<file path="config.mk">
export PLATFORM = sky130hd
export DESIGN_NAME = led_fader
export DESIGN_NICKNAME = d
export VERILOG_FILES = /design/src/rtl/led_fader_pkg.sv /design/src/rtl/led_fader_pwm.sv /design/src/rtl/led_fader.sv
export SDC_FILE = /design/constraint.sdc
export NUM_CORES = 1
export LEC_CHECK = 0
export ABC_AREA = 1
export CAP_MARGIN = 15
export CORE_AREA = 10 10 107 109
export CTS_CLUSTER_DIAMETER = 30
export CTS_CLUSTER_SIZE = 12
export DETAILED_ROUTE_END_ITERATION = 10
export DIE_AREA = 0 0 117 119
export DONT_BUFFER_PORTS = 1
export SETUP_SLACK_MARGIN = 0.2
export SLEW_MARGIN = 5
export SYNTH_ARGS = -nofsm -noshare
export SYNTH_HDL_FRONTEND = slang
export SYNTH_SLANG_ARGS = --single-unit
</file>
<file path="constraint.sdc">
create_clock -name clk -period 2.7 [get_ports clk]
set_input_delay 0.405 -clock clk [delete_from_list [all_inputs] [get_ports clk]]
set_output_delay 0.405 -clock clk [all_outputs]
set_load 0.02 [all_outputs]
</file>
<file path="src/rtl/led_fader_pkg.sv">
// Shared types, sizing helpers and default-build constants for the LED fader.
// The helpers let each instance derive its own counter sizes from its parameters.
package led_fader_defs;

  typedef enum logic [1:0] {
    OFF  = 2'd0,
    RISE = 2'd1,
    ON   = 2'd2,
    FALL = 2'd3
  } state_e;

  function automatic int clog2(input longint v);
    int     r;
    longint x;
    r = 0;
    x = 1;
    while (x < v) begin
      x = x << 1;
      r = r + 1;
    end
    return r;
  endfunction

  // Counter width for a modulus of n; never narrower than one bit.
  function automatic int cnt_w(input int n);
    return (n <= 1) ? 1 : clog2(longint'(n));
  endfunction

  // 64-bit intermediates: clk_khz*ramp_us overflows 32 bits at default settings.
  function automatic int presc_f(input int clk_khz, input int pwm_hz, input int bits);
    longint p;
    p = (longint'(clk_khz) * longint'(1000)) / (longint'(pwm_hz) << bits);
    return (p < 1) ? 1 : int'(p);
  endfunction

  function automatic int step_f(input int clk_khz, input int ramp_us, input int bits);
    longint p;
    p = ((longint'(clk_khz) * longint'(ramp_us)) / longint'(1000)) /
        ((longint'(1) << bits) - longint'(1));
    return (p < 1) ? 1 : int'(p);
  endfunction

  localparam int MAX         = (1 << 8) - 1;
  localparam int PRESC       = presc_f(50000, 1000, 8);
  localparam int STEP_CYCLES = step_f(50000, 200000, 8);
  localparam int PRESC_W     = cnt_w(PRESC);
  localparam int STEP_W      = cnt_w(STEP_CYCLES);

endpackage

</file>
<file path="src/rtl/led_fader_pwm.sv">
// PWM generator: prescaled period counter, duty shadow reloaded only at period wrap,
// registered compare output (one cycle behind the counter); no backpressure.
module led_fader_pwm
  import led_fader_defs::*;
#(
  parameter int PWM_BITS = 8,
  parameter int PRESC    = 1
) (
  input  logic                clk,
  input  logic                rst,
  input  logic [PWM_BITS-1:0] duty,
  output logic                pwm_out
);

  localparam int                PW   = cnt_w(PRESC);
  localparam logic [PWM_BITS-1:0] PMAX = '1;

  logic [PW-1:0]       presc_q, presc_d;
  logic [PWM_BITS-1:0] cnt_q, cnt_d;
  logic [PWM_BITS-1:0] shadow_q, shadow_d;
  logic                out_q, out_d;
  logic                tc, wrap;

  assign tc   = (presc_q == PW'(PRESC - 1));
  assign wrap = tc && (cnt_q == PMAX);

  always_comb begin
    presc_d  = tc ? '0 : presc_q + 1'b1;
    cnt_d    = tc ? cnt_q + 1'b1 : cnt_q;
    shadow_d = wrap ? duty : shadow_q;
    // Full-scale duty must be solid on, which the plain compare cannot reach.
    out_d    = (shadow_q == PMAX) || (cnt_q < shadow_q);
  end

  always_ff @(posedge clk or posedge rst) begin
    if (rst) begin
      presc_q  <= '0;
      cnt_q    <= '0;
      shadow_q <= '0;
      out_q    <= 1'b0;
    end else begin
      presc_q  <= presc_d;
      cnt_q    <= cnt_d;
      shadow_q <= shadow_d;
      out_q    <= out_d;
    end
  end

  assign pwm_out = out_q;

endmodule

</file>
<file path="src/rtl/led_fader.sv">
// LED fader: ramps brightness toward led_in one step per STEP_CYCLES and drives the pin via PWM.
// State follows led_in after 1 cycle; no backpressure. LED_FADER_GAMMA_EN selects squared duty mapping.
module led_fader
  import led_fader_defs::*;
#(
  parameter int CLK_FREQ_KHz = 50000,
  parameter int PWM_FREQ_Hz  = 1000,
  parameter int PWM_BITS     = 8,
  parameter int RAMP_US      = 200000
) (
  input  logic                clk,
  input  logic                rst,
  input  logic                led_in,
  output logic                led_out,
  output logic [PWM_BITS-1:0] level,
  output logic                busy
);

  localparam int N_PRESC = presc_f(CLK_FREQ_KHz, PWM_FREQ_Hz, PWM_BITS);
  localparam int N_STEP  = step_f(CLK_FREQ_KHz, RAMP_US, PWM_BITS);
  localparam int SW      = cnt_w(N_STEP);
  localparam logic [PWM_BITS-1:0] LVL_MAX = '1;
  localparam logic [PWM_BITS-1:0] LVL_ONE = 1;

  state_e              state_q, state_d;
  logic [PWM_BITS-1:0] level_q, level_d;
  logic [SW-1:0]       step_q, step_d;
  logic                busy_q, busy_d;
  logic                tick;
  logic [PWM_BITS-1:0] duty;

  assign tick = ((state_q == RISE) || (state_q == FALL)) && (step_q == SW'(N_STEP - 1));

  always_comb begin
    state_d = state_q;
    level_d = level_q;
    step_d  = '0;
    unique case (state_q)
      OFF:  if (led_in) state_d = RISE;
      ON:   if (!led_in) state_d = FALL;
      RISE: begin
        // Reversal beats a coincident tick; ends saturate rather than wrap.
        if (!led_in) begin
          state_d = FALL;
        end else if (tick) begin
          if (level_q >= LVL_MAX - 1'b1) begin
            level_d = LVL_MAX;
            state_d = ON;
          end else begin
            level_d = level_q + 1'b1;
          end
        end else begin
          step_d = step_q + 1'b1;
        end
      end
      FALL: begin
        if (led_in) begin
          state_d = RISE;
        end else if (tick) begin
          if (level_q <= LVL_ONE) begin
            level_d = '0;
            state_d = OFF;
          end else begin
            level_d = level_q - 1'b1;
          end
        end else begin
          step_d = step_q + 1'b1;
        end
      end
    endcase
    busy_d = (state_d == RISE) || (state_d == FALL);
  end

  always_ff @(posedge clk or posedge rst) begin
    if (rst) begin
      state_q <= OFF;
      level_q <= '0;
      step_q  <= '0;
      busy_q  <= 1'b0;
    end else begin
      state_q <= state_d;
      level_q <= level_d;
      step_q  <= step_d;
      busy_q  <= busy_d;
    end
  end

`ifdef LED_FADER_GAMMA_EN
  logic [2*PWM_BITS-1:0] sq;
  assign sq   = level_q * level_q;
  assign duty = (level_q == LVL_MAX) ? LVL_MAX : PWM_BITS'(sq >> PWM_BITS);
`else
  assign duty = level_q;
`endif

  led_fader_pwm #(
    .PWM_BITS (PWM_BITS),
    .PRESC    (N_PRESC)
  ) u_pwm (
    .clk     (clk),
    .rst     (rst),
    .duty    (duty),
    .pwm_out (led_out)
  );

  assign level = level_q;
  assign busy  = busy_q;

endmodule

</file>
; Word-level counts from Yosys, hierarchy flattened
; Index checks and enable logic that the tools add are counted.
; Widths: inputs -> output; s select.
[op_classes]
addsub = 5
magnitude_cmp = 3
eq_ne = 13
mux = 21
n_reduce_logical = 8
[ops]
columns = op, count
row1 = $mux 8, 7
row2 = $mux 16, 3
row3 = $pmux 16 s2, 1
row4 = $add 8x1->8 const B, 3
row5 = $eq 8x8->1 const B, 3
row6 = $add 16x1->16 const B, 1
row7 = $eq 16x16->1 const B, 1
row8 = $mux 2, 8
row9 = $pmux 8 s2, 1
row10 = $ge 8x8->1 const B, 1
row11 = $le 8x1->1 const B, 1
row12 = $lt 8x8->1, 1
row13 = $ne 2x2->1 const B, 4
row14 = $pmux 2 s4, 1
row15 = $sub 8x1->8 const B, 1
row16 = $eq 2x2->1 const B, 3
row17 = $reduce_and 5->1, 1
row18 = $eq 2x1->1 const B, 2
row19 = $logic_or 1x1->1, 3
row20 = $logic_and 1x1->1, 2
row21 = $logic_not 2->1, 1
row22 = $reduce_bool 2->1, 1
[totals]
register_bits = 52
input_bits = 3
output_inout_bits = 10

; Logic depth before layout (Yosys ltp)
; Gate-level depths: netlist (run 1).
[depth]
word_depth = 8
ltp_mapped = 11
depth_no_buf = 11

; Hierarchy
; A second synthesis (run 1) with hierarchy kept.
[unflattened]
cells_unflattened = 467
hier_area_um2 = 3338.2
[modules_own_cells]
columns = mod, instances, cells_per_inst, area_per_inst_um2, seq_area_each_um2
row1 = led_fader, 1, 290, 1910.6, 675.6
row2 = led_fader_pwm, 1, 177, 1427.6, 625.6

; Least setup slack after synthesis (run 1)
; OpenSTA, ideal clock, no wires.
[synth_timing]
kind = reg2reg
start = register level_q[0] (netlist: level[0])
end = register level_q[3] (netlist: level[3])
t_arrival_ns = 1.666
t_required_ns = 2.637
setup_slack_ns = 0.972
stages_incl_launch_ff = 11
path_buffers = 0
period_less_slack_ns = 1.728
cell_sequence = dfrtp_1 > inv_1 > ha_1 > or2_1 > nand2_1 > nor2_1 > nor2_2 > o21ai_0 > nand3_1 > nand2_1 > inv_1
[synth_between]
elab_chain_cells = 5
[synth_rtl]
columns = element, line_no
row1 = "start, declared", led_fader.sv:26  ; logic [PWM_BITS-1:0] level_q, level_d;
row2 = "start signal, assigned", led_fader.sv:82  ; level_q <= level_d;
row3 = $sub 8x1->8 (tied with other cells), led_fader.sv:64  ; level_d = level_q - 1'b1;
row4 = $mux 8 (on tied branches), "led_fader.sv:60, led_fader.sv:46"
row5 = $mux 8 (on tied branches), "led_fader.sv:59, led_fader.sv:45"
row6 = $mux 8 (on tied branches), "led_fader.sv:57, led_fader.sv:43"
row7 = $pmux 8 s2 (*), led_fader.sv:38  ; unique case (state_q)
; Every way passes the cells marked *; elsewhere a longest branch is shown, timed or not. The select of a mux whose other input is x is not followed.
; A chain may end at the register's enable or synchronous reset.

; Worst setup path after layout (run 1)
[layout_timing]
start = register level_q[0] (netlist: level[0])
end = register level_q[7] (netlist: level[7])
; The elaborated chain is that of the path after synthesis.

==> results of run 1 <==
==> Yosys cell counts <==
| cell | number | share of area (%) |
|---|---|---|
| and3_1 | 1 | 0.20 |
| nand3_2 | 1 | 0.31 |
| dfrtp_1 | 52 | 41 |
| nand2_2 | 3 | 0.59 |
| nor2_8 | 1 | 0.63 |
| o22ai_1 | 1 | 0.20 |
| nand3_1 | 29 | 4.6 |
| o21ai_1 | 7 | 1.1 |
| or2_1 | 2 | 0.39 |
| nand3b_4 | 1 | 0.63 |
| nor3b_1 | 1 | 0.24 |
| xnor2_1 | 7 | 1.9 |
| nor2_2 | 5 | 0.98 |
| inv_4 | 1 | 0.20 |
| inv_1 | 60 | 7.1 |
| nor3_1 | 10 | 1.6 |
| buf_2 | 5 | 0.79 |
| nor2_4 | 2 | 0.71 |
| ha_1 | 16 | 6.3 |
| xor2_1 | 6 | 1.6 |
| nor2_1 | 56 | 6.6 |
| nand4_1 | 18 | 3.5 |
| and2_1 | 1 | 0.20 |
| inv_2 | 3 | 0.35 |
| clkinv_1 | 1 | 0.12 |
| nor3_4 | 1 | 0.51 |
| nand2_1 | 106 | 12 |
| nand2_4 | 1 | 0.35 |
| a21oi_1 | 14 | 2.2 |
| o21ai_0 | 18 | 2.8 |
==> flip-flops by register name, summed over array words and instances, names as in the netlist <==
register,count
u_pwm.pwm_out,1
u_pwm.cnt_q,8
state_q,2
level,8
busy,1
u_pwm.shadow_q,8
step_q,16
u_pwm.presc_q,8
==> how the worst max path moves through the flow <==
stage | start | end | slack, ns
after global routing | level[0] | level[3] | 0.45
after detailed placement | level[0] | level[7] | 0.70
after CTS | level[0] | level[7] | 0.67
after global placement | level[0] | level[3] | 0.79
after floorplan | level[0] | level[3] | 0.97
final | level[0] | level[7] | 0.68
==> through the flow <==
| stage | hold WS, ns | total power, W |
|---|---|---|
| floorplan | 0.433 | 0.00116 |
| finish | 0.0162 | 0.00170 |
| global placement | 0.377 | 0.00124 |
| CTS | 0.0280 | 0.00173 |
| global route | 0.0486 | 0.00183 |
| detailed placement | 0.376 | 0.00124 |
==> power by group <==
part	leakage [nW]	switching, W	internal (W)
Combinational	0.896	0.000232	0.000110
Clock	0.0463	0.000285	0.000191
Sequential	0.673	0.0000660	0.000817
==> area by class of cell <==
class                           count  area (sq um)
Fill cell                        1022          6040
Multi-Input combinational cell    308          1610
Sequential cell                    52          1300
Inverter                           65           246
Tap cell                          114           143
Clock buffer                        5          68.8
Clock inverter                      3          27.5
Timing Repair Buffer                3          22.5
==> kinds of logic (layout without fill, tap and decap cells) <==
family	count (synthesis)	count (layout)	synth area share (%)
and+or+nand+nor	239	239	34.5
buffers and inverters	70	76	8.52
DFF	52	52	40.8
AOI/OAI and AO/OA	40	40	6.32
adders and majority gates	16	16	6.28
xor gates and xnor gates	13	13	3.57
==> metal layers <==
metal  up-vias  track usage (%)  share of wire [%]
met3         4             1.86                3.0
met1      1260             14.1                 49
li1       1374                -                  -
met2        35             16.7                 46
met5         -                0                  0
met4         0             3.71                1.2
==> flow_summary.ini, run 1 <==
[grt]
grt_overflow = 0
grt_max_degree = 27
grt_usage_pct = 10.6
antenna_found_initial = 0
grt_pass1_wl_um = 12300
grt_pass1_vias = 2642

[setup_path]
crit_path_cell_trace = inv_1, ha_1, or2_1, nand2_1, nor2_1, nor2_2, nand3_1, nand3_1, nand2_1, inv_1
crit_slowest_cell = dfrtp_1
reg2reg_slack_ns = 0.68
reg2reg_depth = 10
cp.required_ns = 2.95
crit_fanout = 7
cp_num_cells = 10
r2r_end = level[7]
cp_num_buf_inv = 2
path_delay_family = simple AND/OR/NAND/NOR gates
end_kind = flip-flop
r2r_start = level[0]
crit_arrival_ns = 2.27
cpPeakStageDelay_ns = 0.59
start_kind = flip-flop
critical_path_class = reg2reg

[timing]
finalHoldViolations = 0
fin_ws_ns = 0.679
final.setup.tns_ns = 0
period_share_pct = 74.9
tightest_slew_ns = 0.554
slew_violations = 0
rsz0062_at_grt = no
fmax_ghz = 0.495
fin_crit_ns = 2.02
relSlewSlack_pct = 63.0
finalSetupViolCount = 0
finClkSkew_ns = 0.00336

[clock_tree]
max-clock-path-buffers = 2
postCtsHoldBufs = 0
clock-sinks = 52
postCtsSetupBuffers = 0
clk_pin_slew_ns = 0.10
cts_root_buffer = clkbuf_8
cts_resized = 0
cts_buffers = 5
htree_levels = 2
worstSkewPairLatency_ns = 0.30
cts_tree = built

[logic_synthesis]
yosysSeqAreaShare_pct = 40.8
ys_ff_latch = 52
ys_types = 30
synth_cells = 430
yosysWarnings = 0
syn_area_per_cell_sq_um = 7.41
synth_nets = 449
syn_area_sq_um = 3190

[die]
chipHeight_um = 119
rows = 36
pin_count = 13
core_area_sq_um = 9460
die_area_sq_um = 13900
initial_utilization_pct = 33.7
die_w_um = 117

[detailed_routing]
vias = 2673
finalWirelength_um = 6710
drc = 0
ant_nets = 0
first_iter_violations = 108
dr.pass1.iters = 4
vias_per_cell = 4.86
wl_per_cell_um = 12.2

[placed_design]
gp_congestion = 0.877
preCtsSetupSlack_ns = 0.699
dp_cells = 542
dp.final_hpwl_um = 5130
placed_cell_area_sq_um = 3330
io_buffers = 0

[status]
status = finished clean

[final_layout]
postLayoutCellArea_sq_um = 3420
area_delta_synth_final_pct = 7.42
fin_util_pct = 36.2
layout_commonest_cell = nand2_1
drive_gt1_share_pct = 7.11
nets = 454
antenna_cells = 0
final_cells = 550
final_cell_mix = nand2_1 (106), inv_1 (59), nor2_1 (56)

[power]
vdd_drop_max_v = 0.000273
p_per_area_nw_per_um2 = 497
leakagePower_nw = 1.62

[flow_run]
drv_cap = 0

[hold_path]
hold_class = in2async
Power figures use the tool's default switching activity.
==> run 2: changes to the inputs <==
- clock period: 2.7 -> 2.1 ns (I/O delays scaled with it)
==> run 2 against run 1 <==
Final cell count increased by 0.73%. Non-clock buffer count increased by 4. Hold slack improved by 0.21 ns. Clock-buffer cell count increased by 1. Fmax increased by 19%. Combinational power increased by 30%. Clock skew increased by 0.0027 ns. Via count decreased by 0.34%. Sequential share of layout area decreased by 0.58 points. Power increased by 36%. Die area unchanged.
==> flow_summary.ini, run 2 (synthesized netlist as in run 1, its figures left out) <==
[status]
status = finished clean

[final_layout]
largest_reg_flops = 16
area_delta_synth_final_pct = 9.31
layout_commonest_cell = nand2_1
nets = 458
seqCellArea_sq_um = 1300
final_cell_mix = nand2_1 (106), inv_1 (59), nor2_1 (56)
multi_input_area_sq_um = 1610
antenna_cells = 0
top_register = step_q
drive_gt1_share_pct = 8.18
fillerInstances = 1007

[timing]
final.setup.tns_ns = 0
finClkSkew_ns = 0.00608
period_share_pct = 80.9
tightest_slew_ns = 0.550
rsz0062_at_grt = yes
relSlewSlack_pct = 63.2
slew_violations = 0
finalSetupViolCount = 0
finalHoldViolations = 0
fmax_ghz = 0.589
fin_crit_ns = 1.70

[clock_tree]
clock-sinks = 52
max-clock-path-buffers = 2
worstSkewPairLatency_ns = 0.31
postCtsSetupBuffers = 0
cts_buffers = 5
cts_root_buffer = clkbuf_8
cts_tree = built
clk_pin_slew_ns = 0.09
htree_levels = 2

[die]
rows = 36
die_area_sq_um = 13900
chipHeight_um = 119
core_area_sq_um = 9460
initial_utilization_pct = 33.7
die_w_um = 117
pin_count = 13

[placed_design]
io_buffers = 0
dp.final_hpwl_um = 5150
gp_congestion = 0.860

[grt]
grt_usage_pct = 10.5
grt_pass1_vias = 2578
grt_overflow = 0
grt_pass1_wl_um = 12200
grt_max_degree = 27
antenna_found_initial = 0

[detailed_routing]
vias = 2664
vias_per_cell = 4.81
ant_nets = 0
drc = 0
finalWirelength_um = 6770
first_iter_violations = 127
dr.pass1.iters = 4
wl_per_cell_um = 12.2

[setup_path]
cp.required_ns = 2.31
critical_path_class = reg2reg
end_kind = flip-flop
crit_arrival_ns = 1.91
crit_fanout = 7
start_kind = flip-flop

[power]
vdd_drop_max_v = 0.000313
finalPower_w = 0.00231
p_per_area_nw_per_um2 = 662
leakagePower_nw = 1.65

[hold_path]
hold_class = in2reg

[flow_run]
drv_cap = 0
run 2: path summary, 6_finish.rpt:
kind	from	endpoint	slack (ns)	depth (start not counted)
min in group asynchronous	rst	u_pwm.cnt_q[6]	0.51	2
hold / removal	led_in	state_q[0]	0.23	3
hold reg to reg	u_pwm.presc_q[7]	u_pwm.presc_q[7]	0.49	1
setup / recovery	level[1]	level[3]	0.40	10
max in group asynchronous	rst	level[1]	0.95	3
setup reg to reg	level[1]	level[3]	0.40	10
run 2: final cells by class:
class,instances,area share (%)
Multi-Input combinational cell,308,46.3
Sequential cell,52,37.4
Inverter,65,7.08
Tap cell,114,4.09
Clock buffer,6,2.37
Timing Repair Buffer,7,1.58
Clock inverter,2,1.11
run 2: what timing repair did:
action / 4_1_cts / 5_1_grt
resized for setup: 0 / 2
setup endpoints to repair: 0 / 7
endpoints found under the hold margin: 24 / 0
hold buffers: 1 / 0
run 2: critical path: stages, from the launching register on:
cell and delay, ns:
dfrtp_2 0.46, inv_1 0.13, ha_1 0.23, or2_1 0.14, nand2_1 0.05, nor2_1 0.20, nor2_2 0.10, o21ai_0 0.10
nand3_1 0.08, nand2_1 0.06, inv_1 0.04
run 2: report_power, final:
group | total, W | internal, W | switching, W
sequential | 0.00113 | 0.00105 | 0.0000775
combinational | 0.000447 | 0.000145 | 0.000301
clock | 0.000732 | 0.000390 | 0.000342
run 2: layer usage:
metal  vias to the layer above  wire length [um]  track usage [%]
met1                      1232              3300             14.4
li1                       1377                 -                -
met3                         8               308             2.21
met2                        47              3050             15.9
met4                         0               112             4.10
met5                         -                 0                0
run 2: metrics by stage:
| stage | cell area, sq um | instances | hold slack [ns] | setup slack (ns) | utilization [%] |
|---|---|---|---|---|---|
| after global routing | 3480 | 554 | 0.239 | 0.198 | 36.8 |
| final | 3480 | 554 | 0.230 | 0.402 | 36.8 |
| after floorplan | 3190 | 430 | 0.433 | 0.372 | - |
| after detailed placement | 3350 | 545 | 0.286 | 0.368 | 35.4 |
| after CTS | 3480 | 554 | 0.215 | 0.346 | 36.8 |
| after global placement | 3350 | 545 | 0.292 | 0.433 | 35.4 |
==> run 3: changes to the inputs <==
- clock period: 2.1 -> 1.39 ns (I/O delays scaled with it)
==> run 3 against run 2 <==
The run now ends with setup timing left. Clock skew grew 0.0074 ns. Fmax rose by 9.0%. Critical path type unchanged. Critical path depth is 2 lower. Power grew 62%. Register-to-register slack got worse by 0.57 ns. Largest cell class unchanged. Sequential cell count stayed put. Largest power group unchanged. Critical endpoint is now level[2]. Wire length rose by 25%. Global-route usage rose by 1.1 points.
==> flow_summary.ini, run 3 (synthesized netlist as in run 1, its figures left out) <==
[timing]
finalHoldViolations = 0
slew_violations = 0
tightest_slew_ns = 0.399
fin_ws_ns = -0.168
period_share_pct = 112
relSlewSlack_pct = 73.3
fmax_ghz = 0.642
finClkSkew_ns = 0.0134
rsz0062_at_grt = yes
finalSetupViolCount = 40
fin_hold_ws_ns = 0.0932
fin_crit_ns = 1.56

[die]
die_w_um = 117
core_area_sq_um = 9460
die_area_sq_um = 13900
initial_utilization_pct = 33.7
pin_count = 13
rows = 36
chipHeight_um = 119

[setup_path]
end_kind = flip-flop
crit_arrival_ns = 1.81
cp.required_ns = 1.64
critical_path_class = reg2reg
crit_fanout = 5
crit_path_cell_trace = inv_4, ha_4, or2_4, nand4_1, nand2_2, o21ai_2, nor2_2, nor2_1
cpPeakStageDelay_ns = 0.46
cp_num_buf_inv = 1
crit_slowest_cell = dfrtp_2
reg2reg_depth = 8
path_delay_family = simple AND/OR/NAND/NOR gates
cp_num_cells = 8
start_kind = flip-flop

[final_layout]
layout_commonest_cell = nand2_1
final_cells = 629
final_cell_mix = nand2_1 (81), buf_4 (59), inv_1 (55)
area_delta_synth_final_pct = 44.8
drive_gt1_share_pct = 39.4
nets = 533
antenna_cells = 0
top_register = step_q
largest_reg_flops = 16

[detailed_routing]
ant_nets = 0
vias = 3075
first_iter_violations = 166
vias_per_cell = 4.89
dr.pass1.iters = 4
drc = 0
wl_per_cell_um = 13.4
finalWirelength_um = 8430

[power]
p_per_area_nw_per_um2 = 811
leakagePower_nw = 2.19
finalPower_w = 0.00374
vdd_drop_max_v = 0.000858

[grt]
grt_pass1_vias = 2973
grt_util_met2_pct = 19.8
grt_max_degree = 44
grt.met3_usage_pct = 2.26
grt_usage_pct = 11.7
grt_busiest_layer = met2
grt_pass1_wl_um = 13500
antenna_found_initial = 0
grt_overflow = 0
use_met1_pct = 14.2

[flow_run]
drv_cap = 0

[clock_tree]
cts_tree = built
clock-sinks = 52
worstSkewPairLatency_ns = 0.32
cts_root_buffer = clkbuf_8
clk_pin_slew_ns = 0.10
cts_buffers = 5
max-clock-path-buffers = 2
htree_levels = 2

[status]
violations = setup timing
status = finished with violations

[hold_path]
min_path_cells = 3
hold_class = in2reg

[placed_design]
dp.final_hpwl_um = 5680
dp_cells = 598
gp_congestion = 0.950
io_buffers = 0
run 3: cell types whose count changed in the layout (fill, tap and decap cells not counted), moves of 9 or more:
cell	change
nor2_2	+10
buf_6	+13
nor2_4	+11
nand2_1	-25
nor2_1	-20
ha_1	-11
o21ai_2	+9
nand2_4	+9
o21ai_0	-15
buf_4	+53
nand2_2	+16
run 3: path summary, 6_finish.rpt:
kind                             startpoint                to  slack (ns)
min reg2reg                u_pwm.presc_q[7]  u_pwm.presc_q[7]        0.51
min in group asynchronous               rst    u_pwm.cnt_q[3]        0.28
max                                level[0]          level[2]       -0.17
max in group asynchronous               rst          level[1]        0.59
min                                  led_in        state_q[1]        0.09
max reg2reg                        level[0]          level[2]       -0.17
run 3: worst register-to-register path: stages, from the launching register on:
cell and delay [ns]:
dfrtp_2 0.46, inv_4 0.07, ha_4 0.15, or2_4 0.26
nand4_1 0.17, nand2_2 0.11, o21ai_2 0.15, nor2_2 0.04
nor2_1 0.09
run 3: power breakdown:
group / switching, W / total [W] / internal, W
logic: 0.000681 / 0.00110 / 0.000415
registers: 0.000121 / 0.00171 / 0.00159
clock network: 0.000569 / 0.000941 / 0.000372
total: 0.00137 / 0.00374 / 0.00237
run 3: repair_timing:
item,4_1_cts,5_1_grt
cloned,3,1
hold buffers,1,0
gates resized for setup,64,65
hold endpoints to repair,52,0
endpoints found under the setup margin,50,54
setup buffers,10,8
pin swaps,27,30
run 3: through the flow:
stage	setup WS, ns	utilization, %	area, sq um	setup TNS [ns]
floorplan	-0.112	-	3280	-0.616
detailed placement	-0.140	40.7	3850	-1.22
finish	-0.168	48.8	4620	-2.41
global route	-0.273	48.8	4620	-6.18
global placement	-0.103	40.7	3850	-0.791
CTS	-0.136	45.4	4300	-1.82
run 3: routing by layer:
| layer | up-vias | share of wire (%) |
|---|---|---|
| li1 | 1541 | - |
| met1 | 1452 | 44 |
| met2 | 61 | 49 |
| met3 | 21 | 3.6 |
| met4 | 0 | 3.6 |
| met5 | - | 0 |
run 3: cell type report:
class / count / area (sq um)
clock buffer: 5 / 68.8
clock inverter: 3 / 26.3
fill: 896 / 4840
inverter: 65 / 260
multi-input combinational: 311 / 2110
sequential: 52 / 1310
tap: 114 / 143
timing repair buffer: 78 / 694
timing repair inverter: 1 / 7.51
